$ cat config.mk
export PLATFORM = sky130hd
export DESIGN_NAME = vga_timing_gen
export DESIGN_NICKNAME = d
export VERILOG_FILES = /design/src/rtl/vga_timing_gen.sv
export SDC_FILE = /design/constraint.sdc
export NUM_CORES = 1
export LEC_CHECK = 0
export ABC_AREA = 1
export CAP_MARGIN = 15
export CORE_MARGIN = 5
export CORE_UTILIZATION = 58
export CTS_BUF_LIST = sky130_fd_sc_hd__clkbuf_8
export CTS_CLUSTER_DIAMETER = 120
export DETAILED_ROUTE_END_ITERATION = 8
export PLACE_DENSITY = 0.86
export SLEW_MARGIN = 20
export SYNTH_ARGS = -nofsm -noshare
export SYNTH_HDL_FRONTEND = slang
export SYNTH_SLANG_ARGS = --single-unit
$ cat constraint.sdc
create_clock -name clk -period 2.6 [get_ports clk]
set_input_delay 0.26 -clock clk [delete_from_list [all_inputs] [get_ports clk]]
set_output_delay 0.26 -clock clk [all_outputs]
set_load 0.01 [all_outputs]
$ cat src/rtl/vga_timing_gen.sv
// VGA raster timing generator: syncs, data-enable, pixel coordinates,
// linear ROM address, frame counter and pipeline-delayed sync copies.
module vga_timing_gen #(
    parameter int H_DISP   = 400,
    parameter int V_DISP   = 306,
    parameter int H_SYNC   = 96,
    parameter int H_BACK   = 48,
    parameter int H_FRONT  = 16,
    parameter int V_SYNC   = 2,
    parameter int V_BACK   = 33,
    parameter int V_FRONT  = 10,
    parameter int PIPE_DLY = 3,
    parameter int ADDR_W   = 17
) (
    input  logic              clk,
    input  logic              rst_n,
    output logic              VGA_hsync,
    output logic              VGA_vsync,
    output logic              VGA_de,
    output logic [10:0]       pixel_x,
    output logic [10:0]       pixel_y,
    output logic [ADDR_W-1:0] rom_addr,
    output logic              frame_start,
    output logic [7:0]        frame_cnt,
    output logic              VGA_hsync_d,
    output logic              VGA_vsync_d,
    output logic              VGA_de_d
);

    localparam int H_TOTAL = H_SYNC + H_BACK + H_DISP + H_FRONT;
    localparam int V_TOTAL = V_SYNC + V_BACK + V_DISP + V_FRONT;

    localparam logic [15:0] H_LAST = 16'(H_TOTAL - 1);
    localparam logic [15:0] V_LAST = 16'(V_TOTAL - 1);
    localparam logic [15:0] H_SYN  = 16'(H_SYNC);
    localparam logic [15:0] V_SYN  = 16'(V_SYNC);
    localparam logic [15:0] H_ACT0 = 16'(H_SYNC + H_BACK);
    localparam logic [15:0] H_ACT1 = 16'(H_SYNC + H_BACK + H_DISP);
    localparam logic [15:0] V_ACT0 = 16'(V_SYNC + V_BACK);
    localparam logic [15:0] V_ACT1 = 16'(V_SYNC + V_BACK + V_DISP);

    logic [15:0]       h_cnt_q, h_cnt_d;
    logic [15:0]       v_cnt_q, v_cnt_d;
    logic              hs_q, hs_d;
    logic              vs_q, vs_d;
    logic              de_q, de_d;
    logic [10:0]       px_q, px_d;
    logic [10:0]       py_q, py_d;
    logic [ADDR_W-1:0] rom_q, rom_d;
    logic [ADDR_W-1:0] nxt_q, nxt_d;
    logic              fs_q, fs_d;
    logic              wrap_q, wrap_d;
    logic [7:0]        fc_q, fc_d;

    logic              origin;
    logic              h_last;
    logic              v_last;
    logic              h_act;
    logic              v_act;
    logic [ADDR_W-1:0] base;

    always_comb begin
        origin = (h_cnt_q == 16'd0) && (v_cnt_q == 16'd0);
        h_last = (h_cnt_q == H_LAST);
        v_last = (v_cnt_q == V_LAST);
        h_act  = (h_cnt_q >= H_ACT0) && (h_cnt_q < H_ACT1);
        v_act  = (v_cnt_q >= V_ACT0) && (v_cnt_q < V_ACT1);

        h_cnt_d = h_last ? 16'd0 : h_cnt_q + 16'd1;
        v_cnt_d = v_cnt_q;
        if (h_last) begin
            v_cnt_d = v_last ? 16'd0 : v_cnt_q + 16'd1;
        end

        hs_d = !(h_cnt_q < H_SYN);
        vs_d = !(v_cnt_q < V_SYN);
        de_d = h_act && v_act;
        px_d = de_d ? 11'(h_cnt_q - H_ACT0) : 11'd0;
        py_d = de_d ? 11'(v_cnt_q - V_ACT0) : 11'd0;

        // nxt_q holds the index of the next active pixel in this frame
        base  = origin ? '0 : nxt_q;
        rom_d = de_d ? base : (origin ? '0 : rom_q);
        nxt_d = de_d ? base + ADDR_W'(1) : base;

        fs_d   = origin;
        wrap_d = h_last && v_last;
        fc_d   = (origin && wrap_q) ? fc_q + 8'd1 : fc_q;
    end

    always_ff @(posedge clk) begin
        if (!rst_n) begin
            h_cnt_q <= 16'd0;
            v_cnt_q <= 16'd0;
            hs_q    <= 1'b1;
            vs_q    <= 1'b1;
            de_q    <= 1'b0;
            px_q    <= 11'd0;
            py_q    <= 11'd0;
            rom_q   <= '0;
            nxt_q   <= '0;
            fs_q    <= 1'b0;
            wrap_q  <= 1'b0;
            fc_q    <= 8'd0;
        end else begin
            h_cnt_q <= h_cnt_d;
            v_cnt_q <= v_cnt_d;
            hs_q    <= hs_d;
            vs_q    <= vs_d;
            de_q    <= de_d;
            px_q    <= px_d;
            py_q    <= py_d;
            rom_q   <= rom_d;
            nxt_q   <= nxt_d;
            fs_q    <= fs_d;
            wrap_q  <= wrap_d;
            fc_q    <= fc_d;
        end
    end

    assign VGA_hsync   = hs_q;
    assign VGA_vsync   = vs_q;
    assign VGA_de      = de_q;
    assign pixel_x     = px_q;
    assign pixel_y     = py_q;
    assign rom_addr    = rom_q;
    assign frame_start = fs_q;
    assign frame_cnt   = fc_q;

    generate
        if (PIPE_DLY == 0) begin : g_nodly
            assign VGA_hsync_d = hs_q;
            assign VGA_vsync_d = vs_q;
            assign VGA_de_d    = de_q;
        end else begin : g_dly
            // each stage packs {hsync, vsync, de}
            logic [2:0] dly_q [PIPE_DLY];
            logic [2:0] dly_d [PIPE_DLY];

            always_comb begin
                dly_d[0] = {hs_q, vs_q, de_q};
                for (int i = 1; i < PIPE_DLY; i++) begin
                    dly_d[i] = dly_q[i-1];
                end
            end

            always_ff @(posedge clk) begin
                for (int i = 0; i < PIPE_DLY; i++) begin
                    if (!rst_n) begin
                        dly_q[i] <= 3'b110;
                    end else begin
                        dly_q[i] <= dly_d[i];
                    end
                end
            end

            assign VGA_hsync_d = dly_q[PIPE_DLY-1][2];
            assign VGA_vsync_d = dly_q[PIPE_DLY-1][1];
            assign VGA_de_d    = dly_q[PIPE_DLY-1][0];
        end
    endgenerate

endmodule

-- Yosys cells after proc, flatten, opt, wreduce, memory -nomap -nowiden
Memory sizes are Yosys's and may differ from the RTL's.
Cells that the tools add are included.
- add/sub/neg operators: 6
- muxes and demuxes: 10
- eq/ne operators: 2
- bitwise operators: 4
- reduce and logical (&&, ||, !) cells: 13
- multipliers: 0
- order comparisons: 6
- div/mod/pow operators: 0
- shifts and indexed selects: 0
- operators with widths (cell ; number):
    17-bit 2-to-1 mux ; 4
    16-bit by 1-bit adder with 16-bit output (second input constant) ; 2
    16-bit logical NOT ; 2
    17-bit by 1-bit adder with 17-bit output (second input constant) ; 1
    16-bit by 10-bit == test with 1-bit output (second input constant) ; 1
    16-bit by 9-bit == test with 1-bit output (second input constant) ; 1
    16-bit by 6-bit greater-or-equal comparator with 1-bit output (second input constant) ; 1
    16-bit by 8-bit greater-or-equal comparator with 1-bit output (second input constant) ; 1
    16-bit by 10-bit < comparator with 1-bit output (second input constant) ; 1
    16-bit by 2-bit < comparator with 1-bit output (second input constant) ; 1
    16-bit by 7-bit < comparator with 1-bit output (second input constant) ; 1
    16-bit by 9-bit < comparator with 1-bit output (second input constant) ; 1
    16-bit 2-to-1 mux ; 1
    11-bit by 6-bit subtractor with 11-bit output (second input constant) ; 1
    11-bit by 8-bit subtractor with 11-bit output (second input constant) ; 1
    3-bit 2-to-1 mux ; 3
    8-bit by 1-bit adder with 8-bit output (second input constant) ; 1
    1-bit logical AND ; 6
    1-bit bitwise OR ; 3
    1-bit logical NOT ; 2
    1-bit 2-to-1 mux ; 2
    2-bit AND reduction ; 1
    2-bit nonzero test ; 1
    2-bit OR reduction ; 1
    1-bit inverter ; 1
- memory bits (writable): 9
- latch bits: 0
- memories kept: 1
- input bits: 2
- memory bits (read-only): 0
- register bits: 101
- word-level logic and storage cells: 54
- memory list (memory ; words ; bits a word ; read ports ; clocked after memory_dff ; write ports ; RTL line ; source):
    g_dly.dly_q ; 3 ; 3 ; 3 ; 0 ; 3 ; 137 ; logic [2:0] dly_q [PIPE_DLY];

-- Depth between registers and ports, before layout
Gate-level depths: netlist of run 1.
- depth in word-level cells: 5
- mapped depth: 21
- gate-level depth less buffers: 19

-- Worst setup path after synthesis of run 1
No wires, ideal clock.
- kind: register to register
- start point: register h_cnt_q[4]
- end point: register nxt_q[12]
- cell stages (with the launch flop): 21
- arrival time: 2.227 ns
- clock period less this slack: 2.340 ns
- setup slack: 0.260 ns
- setup time: 0.113 ns
- buffers on the path: 2
- path through: dfxtp_1 -> inv_1 -> ha_1 -> inv_1 -> nor2_1 -> nand2_1 -> nor2_2 -> nand2_4 -> buf_8 -> buf_6 -> nand2_1 -> inv_1 -> ha_1 -> nand2_1 -> nand3b_2 -> inv_2 -> nand2_1 -> nor2_2 -> nand2_1 -> nor2_1 -> nor2_1
- cells in the longest elaborated chain, start to end: 5
- elaborated cells between the ends (all ways): 9
- those cells by class: 1 x add/sub; 2 x order compare; 2 x mux; 4 x reduce/logical
- RTL lines (item ; RTL line ; source):
    start: declaration ; 42 ; logic [15:0] h_cnt_q, h_cnt_d;
    start signal: assignment ; 106 ; h_cnt_q <= h_cnt_d;
    16-bit logical NOT ; 63 ; origin = (h_cnt_q == 16'd0) && (v_cnt_q == 16'd0);
    1-bit logical AND ; 63 ;
    17-bit 2-to-1 mux ; 82 ; base = origin ? '0 : nxt_q;
    17-bit by 1-bit adder with 17-bit output ; 84 ; nxt_d = de_d ? base + ADDR_W'(1) : base;
    17-bit 2-to-1 mux (*) ; 84 ;
    end signal: assignment ; 114 ; nxt_q <= nxt_d;
    end: declaration ; 50 ; logic [ADDR_W-1:0] nxt_q, nxt_d;
Mark *: on every way between the ends. The rest lies on a longest branch, timed or not.
A chain may end at the register's enable or synchronous reset.

-- Worst setup path in the final report of run 1
- start point: register h_cnt_q[0]
- end point: register v_cnt_q[11]
- cells in the longest elaborated chain, start to end: 1
- RTL lines (item ; RTL line ; source):
    16-bit by 10-bit == test with 1-bit output ; 64 ; h_last = (h_cnt_q == H_LAST);
    end signal: assignment ; 107 ; v_cnt_q <= v_cnt_d;
    end: declaration ; 43 ; logic [15:0] v_cnt_q, v_cnt_d;
No other way between the ends.

==> flow_summary.ini, run 1 <==
[synth]
ys_seq_area_share_pct = 43.7
synth_cell_types = 37
yosysWarningCount = 0
syn_nets = 731
ys_ff_latch = 110
synth_area_per_cell_um2 = 7.04
synth_area_um2 = 5040
synth.area.top_cells = dfxtp_1, nand2_1, nor2_1, inv_1, nand3_1
synthCells = 716
synth.largest_area_cell = dfxtp_1
synth_top_area_share_pct = 43.7

[sta]
hold_viol_final = 0
period_minus_slack_ns = 2.35
fin_tns_setup_ns = 0
slew_viol_final = 0
fmax_mhz = 425
whs_ns = 0.422
period_share_pct = 90.4
finalWorstSetupSlack_ns = 0.249
clock_skew_ns = 0.0141
setup_violations = 0

[setup_path]
crit_top_cell = nand2_1
crit_slowest_cell = dfxtp_1
r2r_start = h_cnt_q[0]
r2r_setup_slack_ns = 0.25
r2r_cells = 14
endpoint_kind = flop
max_stage_delay_ns = 0.39
crit_type = flop to flop
critPathArrivalTime_ns = 2.62
cp.depth = 14
path_buf_inv = 2
crit_path_start_kind = flop
crit_path_max_fanout = 12
worstPathCellList = ha_1 -> nand2_1 -> inv_1 -> nand2_1 -> nor3_1 -> nand2_1 -> inv_4 -> nand2_1 -> nor2_2 -> nand2_1 -> nor2_1 -> nand3_1 -> nand2_1 -> a21oi_1
path_delay_family = simple AND/OR/NAND/NOR gates
cp_data_required_time_ns = 2.87
worstReg2RegEnd = v_cnt_q[11]

[placed_design]
place_worst_setup_slack_ns = 0.195
numPortBuffers = 55
dp.cells = 866
place.gp.congestion = 0.928
post-dp-hpwl_mm = 8.73

[finish]
multiInputGateArea_um2 = 2380
antenna_cells = 0
fillers = 717
final_nets = 784
ff_latch_area_um2 = 2210
layout-drive-gt1-share_pct = 9.70
syn_to_final_growth_pct = 16.7
fin_cells = 881

[clock_network]
clockRootBuffer = clkbuf_8
clockBufferDepth = 2
hold_buffers = 0
htreeDepth = 3
clk_pin_slew_ns = 0.10
cts_resized = 0
cts_tree = built
cts_buffers = 9
cts.sinks = 110
cts_setup_buffers = 0
clkLatencyLatePin_ns = 0.37

[power]
ir_drop_mv = 0.301
power_density_nw_per_um2 = 491
p_leak_nw = 2.53
power_mw = 2.88

[min_path]
worst_hold_path.num_cells = 1
whs_endpoint = g_dly.dly_q[1][2]
hold_start = g_dly.dly_q[0][2]
hold_class = flop to flop

[die]
io-pin-count = 56
std_cell_rows = 34
coreArea_um2 = 8590
initial_core_util_pct = 58.6
die_x_um = 103
die_height_um = 103
dieArea_um2 = 10700

[global_routing]
grt_pass1_vias = 4446
grt_max_degree = 34
antenna_found_initial = 0
gr-total-overflow = 0
grt_pass1_wl_mm = 19.5
grtUsageTotal_pct = 22.8

[route]
avgRoutedWirePerCell_um = 13.2
final_antenna_net_count = 0
drt_wl_total_mm = 11.7
drc_errors = 0
via_per_inst = 5.31
drtPass1Iterations = 7
vias = 4674
drtIter0Drc = 294

[outcome]
outcome = completed

[run]
drv_cap = 0
-- through the flow --
step	util, %	cell area (um^2)
6_report	68.4	5880
3_5_place_dp	65.9	5670
4_1_cts	68.2	5860
2_1_floorplan	-	5040
3_3_place_gp	65.9	5670
5_1_grt	68.4	5880
-- how the worst max path moves through the flow --
stage                     slack [ns]        from          end
after floorplan                 0.26  h_cnt_q[4]    nxt_q[12]
after global placement          0.35  h_cnt_q[4]    nxt_q[12]
after detailed placement        0.19  h_cnt_q[4]    nxt_q[12]
after CTS                       0.17  h_cnt_q[4]    nxt_q[12]
after global routing           -0.03  h_cnt_q[0]    nxt_q[12]
final                           0.25  h_cnt_q[0]  v_cnt_q[11]
-- worst register-to-register path: stages (launching register included) --
cell	delay, ns
dfxtp_1	0.39
ha_1	0.19
nand2_1	0.06
inv_1	0.08
nand2_1	0.10
nor3_1	0.15
nand2_1	0.23
inv_4	0.22
nand2_1	0.14
nor2_2	0.15
nand2_1	0.09
nor2_1	0.20
nand3_1	0.12
nand2_1	0.08
a21oi_1	0.04
-- logic make-up (layout without fill, tap and decap cells) --
group                      Yosys count  after routing  synth area share, %
adders and majority gates           13             13                 3.23
other                                1              1               0.0744
xor gates and xnor gates            16             16                 2.78
DFF                                110            110                 43.7
buffers and inverters              112            169                 9.06
and+or+nand+nor                    389            389                 33.4
AOI/OAI and AO/OA                   75             75                 7.72
-- flip-flops by register name, summed over array words and instances, names as in the netlist, 8 cells and up --
register / flops
g_dly.dly_q: 9
v_cnt_q: 16
rom_addr: 17
pixel_x: 11
pixel_y: 11
h_cnt_q: 16
frame_cnt: 8
nxt_q: 17
-- area by class of cell --
type,instances,share of cell area [%]
Clock buffer,10,2.34
Tap cell,108,2.30
Sequential cell,110,37.6
Clock inverter,5,1.02
Multi-Input combinational cell,494,40.6
Inverter,92,5.92
Timing Repair Buffer,62,10.3
-- cells in the final DEF, fill, tap and decap left out, drive strengths merged, types with 4 or more instances in the layout --
master         instances
nand2                173
nor2                 125
dfxtp                110
inv                   92
clkdlybuf4s50         55
nand3                 52
a21oi                 43
o21ai                 26
nor3                  19
xor2                  14
ha                    13
clkbuf                10
buf                    7
nand4                  6
or2                    6
nor4                   4
-- power breakdown --
part	switching (mW)	internal, mW	total (mW)
logic	0.0933	0.0448	0.138
registers	0.00694	1.70	1.70
clock network	0.574	0.469	1.04
-- synth_stat cells (all sizes together) --
master,instances
nand2,173
nor2,125
dfxtp,110
inv,92
nand3,52
a21oi,43
o21ai,26
nor3,19
buf,16
xor2,14
ha,13
nand4,6
or2,6
clkbuf,4
nor4,4
a211oi,3
nand3b,2
xnor2,2
a31oi,1
and3,1
conb,1
nor3b,1
o21a,1
o31ai,1
-- routing by layer --
metal / track usage (%) / share of wire [%] / up-vias
li1: - / - / 2347
met1: 27.7 / 42 / 2102
met2: 39.0 / 49 / 185
met3: 5.57 / 6.2 / 40
met4: 8.67 / 2.3 / 0
met5: 0 / 0 / -
No activity file was read; power rests on OpenSTA's default activity.
==> run 2: changes to the inputs <==
--- a/config.mk
+++ b/config.mk
@@ -6,13 +6,14 @@
 export NUM_CORES = 1
 export LEC_CHECK = 0
 export ABC_AREA = 1
+export ABC_CLOCK_PERIOD_IN_PS = 2600
 export CAP_MARGIN = 15
 export CORE_MARGIN = 5
-export CORE_UTILIZATION = 58
+export CORE_UTILIZATION = 34
 export CTS_BUF_LIST = sky130_fd_sc_hd__clkbuf_8
 export CTS_CLUSTER_DIAMETER = 120
 export DETAILED_ROUTE_END_ITERATION = 8
-export PLACE_DENSITY = 0.86
+export PLACE_DENSITY = 0.57
 export SLEW_MARGIN = 20
 export SYNTH_ARGS = -nofsm -noshare
 export SYNTH_HDL_FRONTEND = slang
==> flow_summary.ini, run 2 (synthesis gave the netlist of run 1 again) <==
[clock_network]
cts_tree = built
hold_buffers = 0
cts.sinks = 110
htreeDepth = 3
clockBufferDepth = 2
cts_setup_buffers = 0
clockRootBuffer = clkbuf_8
clk_pin_slew_ns = 0.12
clkLatencyLatePin_ns = 0.39
cts_buffers = 9
cts_resized = 0

[finish]
final_nets = 789
antenna_cells = 0
layout-drive-gt1-share_pct = 9.88
layout_commonest_cell = nand2_1
final_cell_mix = nand2_1, nor2_1, dfxtp_1, inv_1, clkdlybuf4s50_1
fillers = 1534
syn_to_final_growth_pct = 19.3

[sta]
fin_tns_setup_ns = 0
slew_viol_final = 0
period_share_pct = 88.8
period_minus_slack_ns = 2.31
setup_violations = 0
hold_viol_final = 0
rsz0062_at_grt = no
fmax_mhz = 433
clock_skew_ns = 0.0157

[power]
combPwrFrac_pct = 4.7
switching_power_mw = 0.743
p_seq_share_pct = 57.8
internal_power_mw = 2.21
p_leak_nw = 2.56
ir_drop_mv = 0.273
power_density_nw_per_um2 = 491
switching_share_pct = 25.2
power_mw = 2.95
pwr-share-clk_pct = 37.6

[global_routing]
grt_pass1_wl_mm = 19.9
grt_max_degree = 37
grtUsageTotal_pct = 13.7
gr-total-overflow = 0
grt_pass1_vias = 4196
antenna_found_initial = 0

[route]
via_per_inst = 4.58
drtIter0Drc = 229
drc_errors = 0
final_antenna_net_count = 0
drt_wl_total_mm = 11.6
drtPass1Iterations = 4
avgRoutedWirePerCell_um = 12.1
vias = 4409

[placed_design]
place.gp.congestion = 0.868
numPortBuffers = 55
post-dp-hpwl_mm = 8.74

[min_path]
hold_class = flop to flop

[die]
io-pin-count = 56
coreArea_um2 = 14500
die_height_um = 132
std_cell_rows = 44
die_x_um = 132
initial_core_util_pct = 34.7
dieArea_um2 = 17400

[setup_path]
cp_data_required_time_ns = 2.94
endpoint_kind = flop
crit_path_start_kind = flop
crit_type = flop to flop
crit_path_max_fanout = 6
critPathArrivalTime_ns = 2.65

[run]
drv_cap = 0

[outcome]
outcome = completed
-- run 2: per-stage QoR --
stage          worst slack (ns)  instances  area, um^2  hold slack (ns)  utilization, %
2_1_floorplan             0.260        716        5040            0.390               -
3_3_place_gp              0.362        947        5800            0.400            39.9
3_5_place_dp              0.301        947        5800            0.400            39.9
4_1_cts                   0.284        963        6010            0.428            41.4
5_1_grt                  0.0249        963        6010            0.441            41.4
6_report                  0.290        963        6010            0.425            41.4
-- run 2: worst max-delay path: stages (launching register included) --
cell	delay, ns
dfxtp_1	0.43
inv_1	0.12
ha_1	0.23
inv_1	0.07
nor2_1	0.05
nand2_2	0.08
nor2_4	0.04
nand2_4	0.07
nand2_1	0.07
inv_1	0.08
ha_1	0.16
nand2_1	0.04
nand3b_2	0.22
inv_2	0.08
nand2_1	0.09
nor2_2	0.15
nand2_1	0.08
nand2_1	0.06
nand2_1	0.05
nor2_1	0.08
-- run 2: final timing paths --
path	slack, ns	cells past startpoint	end	startpoint
worst max-delay path	0.29	19	nxt_q[12]	v_cnt_q[0]
worst min-delay path	0.43	2	g_dly.dly_q[2][0]	g_dly.dly_q[1][0]
worst max register to register	0.29	19	nxt_q[12]	v_cnt_q[0]
worst min register to register	0.43	2	g_dly.dly_q[2][0]	g_dly.dly_q[1][0]
-- run 2: final cells by class --
cell class              count  area, um^2  area share [%]
well taps                 184         230            3.83
clock buffers               9         124            2.06
multi-input cells         494        2380            39.6
flip-flops and latches    110        2200            36.6
clock inverters             7        88.8            1.48
repair buffers             67         641            10.7
inverters                  92         345            5.75
-- run 2: power groups by stage --
stage / Clock, mW / Sequential, mW / Combinational (mW)
finish: 1.11 / 1.71 / 0.137
global placement: 0 / 1.74 / 0.141
detailed placement: 0 / 1.74 / 0.140
floorplan: 0 / 1.75 / 0.102
global route: 1.21 / 1.71 / 0.155
CTS: 1.15 / 1.71 / 0.141
-- run 2: per-layer routing --
layer | vias to the layer above | track usage (%) | routed length, um
met1 | 1980 | 17.9 | 5690
met2 | 60 | 22.4 | 5260
met3 | 11 | 3.13 | 534
li1 | 2358 | - | -
met5 | - | 0 | 0
met4 | 0 | 4.46 | 144
==> run 3: changes to the inputs <==
--- a/config.mk
+++ b/config.mk
@@ -12,7 +12,9 @@
 export CORE_UTILIZATION = 34
 export CTS_BUF_LIST = sky130_fd_sc_hd__clkbuf_8
 export CTS_CLUSTER_DIAMETER = 120
+export CTS_CLUSTER_SIZE = 28
 export DETAILED_ROUTE_END_ITERATION = 8
+export MAX_ROUTING_LAYER = met4
 export PLACE_DENSITY = 0.57
 export SLEW_MARGIN = 20
 export SYNTH_ARGS = -nofsm -noshare
==> flow_summary.ini, run 3 (synthesis gave the netlist of run 1 again) <==
[power]
ir_drop_mv = 0.274
switching_share_pct = 25.2
pwr-share-clk_pct = 37.6
power_density_nw_per_um2 = 491
p_leak_nw = 2.56
p_seq_share_pct = 57.7
internal_power_mw = 2.21
combPwrFrac_pct = 4.7
power_mw = 2.95
switching_power_mw = 0.745

[die]
initial_core_util_pct = 34.7
coreArea_um2 = 14500
io-pin-count = 56
die_height_um = 132
dieArea_um2 = 17400
std_cell_rows = 44
die_x_um = 132

[setup_path]
path_delay_family = simple AND/OR/NAND/NOR gates
crit_type = flop to flop
crit_top_cell = nand2_1
worstPathCellList = inv_1 -> ha_1 -> inv_1 -> nor2_1 -> nand2_2 -> nor2_4 -> nand2_4 -> nand2_1 -> inv_1 -> ha_1 -> nand2_1 -> nand3b_2 -> inv_2 -> nand2_1 -> nor2_2 -> nand2_1 -> nand2_1 -> nand2_1 -> nor2_1
crit_path_max_fanout = 6
endpoint_kind = flop
critPathArrivalTime_ns = 2.66
max_stage_delay_ns = 0.43
cp_data_required_time_ns = 2.94
path_buf_inv = 4
crit_slowest_cell = dfxtp_1
crit_path_start_kind = flop

[min_path]
hold_class = flop to flop

[global_routing]
gr-total-overflow = 0
grt_max_degree = 37
grt_pass1_vias = 4190
antenna_found_initial = 0
grtUsageTotal_pct = 14.1
grt_pass1_wl_mm = 19.9

[finish]
syn_to_final_growth_pct = 19.3
final_cell_mix = nand2_1, nor2_1, dfxtp_1, inv_1, clkdlybuf4s50_1
final_nets = 789
layout_commonest_cell = nand2_1
antenna_cells = 0
layout-drive-gt1-share_pct = 9.88

[placed_design]
numPortBuffers = 55
place.gp.congestion = 0.882
post-dp-hpwl_mm = 8.74

[clock_network]
cts_buffers = 9
clockRootBuffer = clkbuf_8
cts.sinks = 110
cts_tree = built
clockBufferDepth = 2
clkLatencyLatePin_ns = 0.39
hold_buffers = 0
cts_setup_buffers = 0
htreeDepth = 3
clk_pin_slew_ns = 0.12
cts_resized = 0

[sta]
hold_viol_final = 0
period_minus_slack_ns = 2.32
clock_skew_ns = 0.0145
setup_violations = 0
slew_viol_final = 0
period_share_pct = 89.2
fin_tns_setup_ns = 0
rsz0062_at_grt = no
fmax_mhz = 431

[route]
vias = 4427
drt_wl_total_mm = 11.7
final_antenna_net_count = 0
drtPass1Iterations = 4
drc_errors = 0
avgRoutedWirePerCell_um = 12.1
drtIter0Drc = 230
via_per_inst = 4.60

[run]
drv_cap = 0

[outcome]
outcome = completed
-- run 3: area by class of cell --
| type | count | area (um^2) |
|---|---|---|
| sequential | 110 | 2200 |
| fill | 1534 | 8520 |
| clock inverter | 7 | 88.8 |
| multi-input combinational | 494 | 2380 |
| tap | 184 | 230 |
| clock buffer | 9 | 124 |
| timing repair buffer | 67 | 641 |
| inverter | 92 | 345 |
-- run 3: routing by layer --
layer,global-route usage (%),vias to the layer above,wire length (um)
met1,18.0,1999,5790
met3,2.90,10,442
met4,4.46,0,146
met2,22.4,58,5300
met5,-,-,0
li1,-,2360,-
-- run 3: metrics by stage --
stage               instance area [um^2]  hold WS (ns)  setup WS [ns]  util [%]  cells
floorplan                           5040         0.390          0.260         -    716
global placement                    5800         0.400          0.362      39.9    947
detailed placement                  5800         0.400          0.301      39.9    947
CTS                                 6010         0.428          0.284      41.4    963
global route                        6010         0.441         0.0226      41.4    963
finish                              6010         0.424          0.281      41.4    963
-- run 3: power groups by stage --
stage                     registers, mW  clock network, mW  logic [mW]
after detailed placement           1.74                  0       0.140
after global placement             1.74                  0       0.141
after CTS                          1.71               1.15       0.141
after global routing               1.71               1.21       0.155
after floorplan                    1.75                  0       0.102
final                              1.71               1.11       0.137
-- run 3: path summary, 6_finish.rpt --
check	from	end	slack (ns)	depth (start not counted)
setup / recovery	v_cnt_q[0]	nxt_q[12]	0.28	19
hold / removal	g_dly.dly_q[1][0]	g_dly.dly_q[2][0]	0.42	2
setup reg to reg	v_cnt_q[0]	nxt_q[12]	0.28	19
hold reg to reg	g_dly.dly_q[1][0]	g_dly.dly_q[2][0]	0.42	2
-- run 3: tightest hold or removal path: stages, from the launching register on --
cell,delay [ns]
dfxtp_1,0.32
nand2_1,0.05
inv_1,0.03
==> edit, RTL diff (flow settings as in run 1) <==
`ADDR_W`: 17 -> 13.
--- a/src/rtl/vga_timing_gen.sv
+++ b/src/rtl/vga_timing_gen.sv
@@ -10,7 +10,7 @@
     parameter int V_BACK   = 33,
     parameter int V_FRONT  = 10,
     parameter int PIPE_DLY = 3,
-    parameter int ADDR_W   = 17
+    parameter int ADDR_W   = 13
 ) (
     input  logic              clk,
     input  logic              rst_n,
Ports: changed (resized rom_addr); port bits go from 56 to 52. The function was not compared with the original's and may differ.
==> edit against run 1 <==
Non-clock buffer count fell by 7; fmax decreased by 1.6%; synthesized area down 3.9%; total power fell by 1.5%; critical path depth did not move; via count shrank 7.4%; synthesized cell count decreased by 10%; routed wire length is 4.3% lower; sequential cell count shrank 8; cell area fell by 3.7%; worst setup slack lost 0.037 ns; clock skew rose by 0.0015 ns; worst hold slack got worse by 0.0056 ns; largest cell class unchanged; largest power group unchanged.
==> edit: results (changes against run 1) <==
| Item | Value | Unit | Change |
|---|---|---|---|
| Largest registers ranked by flip-flop count | h_cnt_q (16), v_cnt_q (16) | - |  |
| Internal power consumption | 2.19 | mW | was 2.21 mW |
| Critical path's largest stage delay | 0.35 | ns | was 0.39 ns |
| Port Buffers | 51 | - | was 55 |
| Worst slew margin | 52.6 | % |  |
| Unique masters post-synth | 45 | - | was 37 |
| Post-DR wirelength/cell | 13.8 | µm | was 13.2 µm |
| Final setup skew | 0.0155 | ns | was 0.0141 ns |
| Static power due to leakage | 2.39 | nW | was 2.53 nW |
| Aggregate global-route resource usage | 23.0 | % | was 22.8% |
| Clock H-tree levels | 3 | - | unchanged |
| Total grt overflow | 0 | - | unchanged |
| Router iterations before antenna repair | 5 | - | was 7 |
| Outcome | complete, no violations | - | unchanged |
| Cell types occupying the most area after synthesis | dfxtp_1, nand2_1, nor2_1 | - | unchanged |
| First-pass GRT wire length | 19100 | µm | was 19500 µm |
| Via count of the first global-routing pass | 4211 | - | was 4446 |
| Net count after synthesis | 657 | - | was 731 |
| Maximum fanout encountered on the critical timing path | 17 | - | was 12 |
| DP Area | 0.00542 | mm² | was 0.00567 mm² |
| CP arrival | 2.66 | ns | was 2.62 ns |
| Share of cells above drive strength 1 | 13.4 | % | was 9.70% |
| Pin count of the biggest net entering global routing | 27 | - | was 34 |
| Sequential share of the synthesized area | 42.2 | % | was 43.7% |
| Starting DRC count in detailed routing | 261 | - | was 294 |
| Most numerous cell types in the synthesized netlist | nand2_1, dfxtp_1, nor2_1 | - | was nand2_1, nor2_1, dfxtp_1 |
| IR Drop Worst-Case VDD | 303 | µV | was 301 µV |
| Initial antenna violation count | 0 | - | unchanged |
| Via count | 4330 | - | was 4674 |
| Post-layout net count | 713 | - | was 784 |
| Worst-Skew Late Latency | 0.38 | ns |  |
| Final HPWL from detailed placement | 8270 | µm | was 8730 µm |
| Weighted congestion reported at the end of routability-driven placement | 0.910 | - | was 0.928 |
## edit: changes by cell type after synthesis, moves of 3 or more
cell and delta:
buf_2 -9, nand4_1 +6, o21ai_1 -14, dfxtp_1 -8
nor2_1 -31, nand2_1 -30, nor2_4 +5, inv_2 -3
o21ai_0 +10, nand3_1 -13, inv_1 -7
## edit: power by group through the flow
stage	logic (mW)	registers, mW	clock network (mW)
after CTS	0.120	1.58	1.16
final	0.120	1.58	1.14
after global placement	0.115	1.62	0
after global routing	0.132	1.58	1.23
after detailed placement	0.119	1.62	0
after floorplan	0.0918	1.62	0
## edit: final timing paths
| kind | depth (start not counted) | start | slack, ns | end |
|---|---|---|---|---|
| setup / recovery | 14 | h_cnt_q[0] | 0.21 | nxt_q[8] |
| setup reg to reg | 14 | h_cnt_q[0] | 0.21 | nxt_q[8] |
| hold reg to reg | 1 | g_dly.dly_q[1][1] | 0.42 | g_dly.dly_q[2][1] |
| hold / removal | 1 | g_dly.dly_q[1][1] | 0.42 | g_dly.dly_q[2][1] |
## edit: area by class of cell
class / instances / area (µm²)
Clock inverter: 6 / 91.3
Sequential cell: 102 / 2050
Tap cell: 105 / 131
Inverter: 85 / 327
Clock buffer: 10 / 138
Fill cell: 666 / 2510
Timing Repair Buffer: 55 / 541
Multi-Input combinational cell: 445 / 2390
## edit: per-stage QoR
stage | power, mW | worst slack [ns] | instances | hold slack [ns]
detailed placement | 1.74 | 0.156 | 791 | 0.403
finish | 2.84 | 0.212 | 808 | 0.416
floorplan | 1.71 | 0.521 | 642 | 0.390
global route | 2.94 | 0.0104 | 808 | 0.441
CTS | 2.86 | 0.121 | 807 | 0.428
global placement | 1.73 | 0.332 | 791 | 0.394
## edit: logic make-up after synthesis
kind of cell	share of synthesized area, %
adder cells (fa/ha/maj)	3.36
other	0.0775
AND/OR/NAND/NOR	35.1
buffers and inverters	8.61
AO/OA/AOI/OAI	7.96
flip-flops	42.2
XOR/XNOR	2.71
## edit: metal layers
metal	global-route usage [%]	wire length, µm
met2	38.5	5410
met3	4.27	640
met1	29.4	4900
met5	0	0
met4	9.00	202
## edit: worst max-delay path: cells and delay by family, from the launching register on
kind | cells | cell delay (ns)
adders and majority gates | 2 | 0.38
buffers and inverters | 2 | 0.25
AOI/OAI and AO/OA | 1 | 0.14
and+or+nand+nor | 9 | 1.15
DFF | 1 | 0.35
## edit: what timing repair did
action,CTS,global route
hold buffers,0,0
hold endpoints to repair,0,0
resized for setup,0,3
endpoints found under the setup margin,0,5
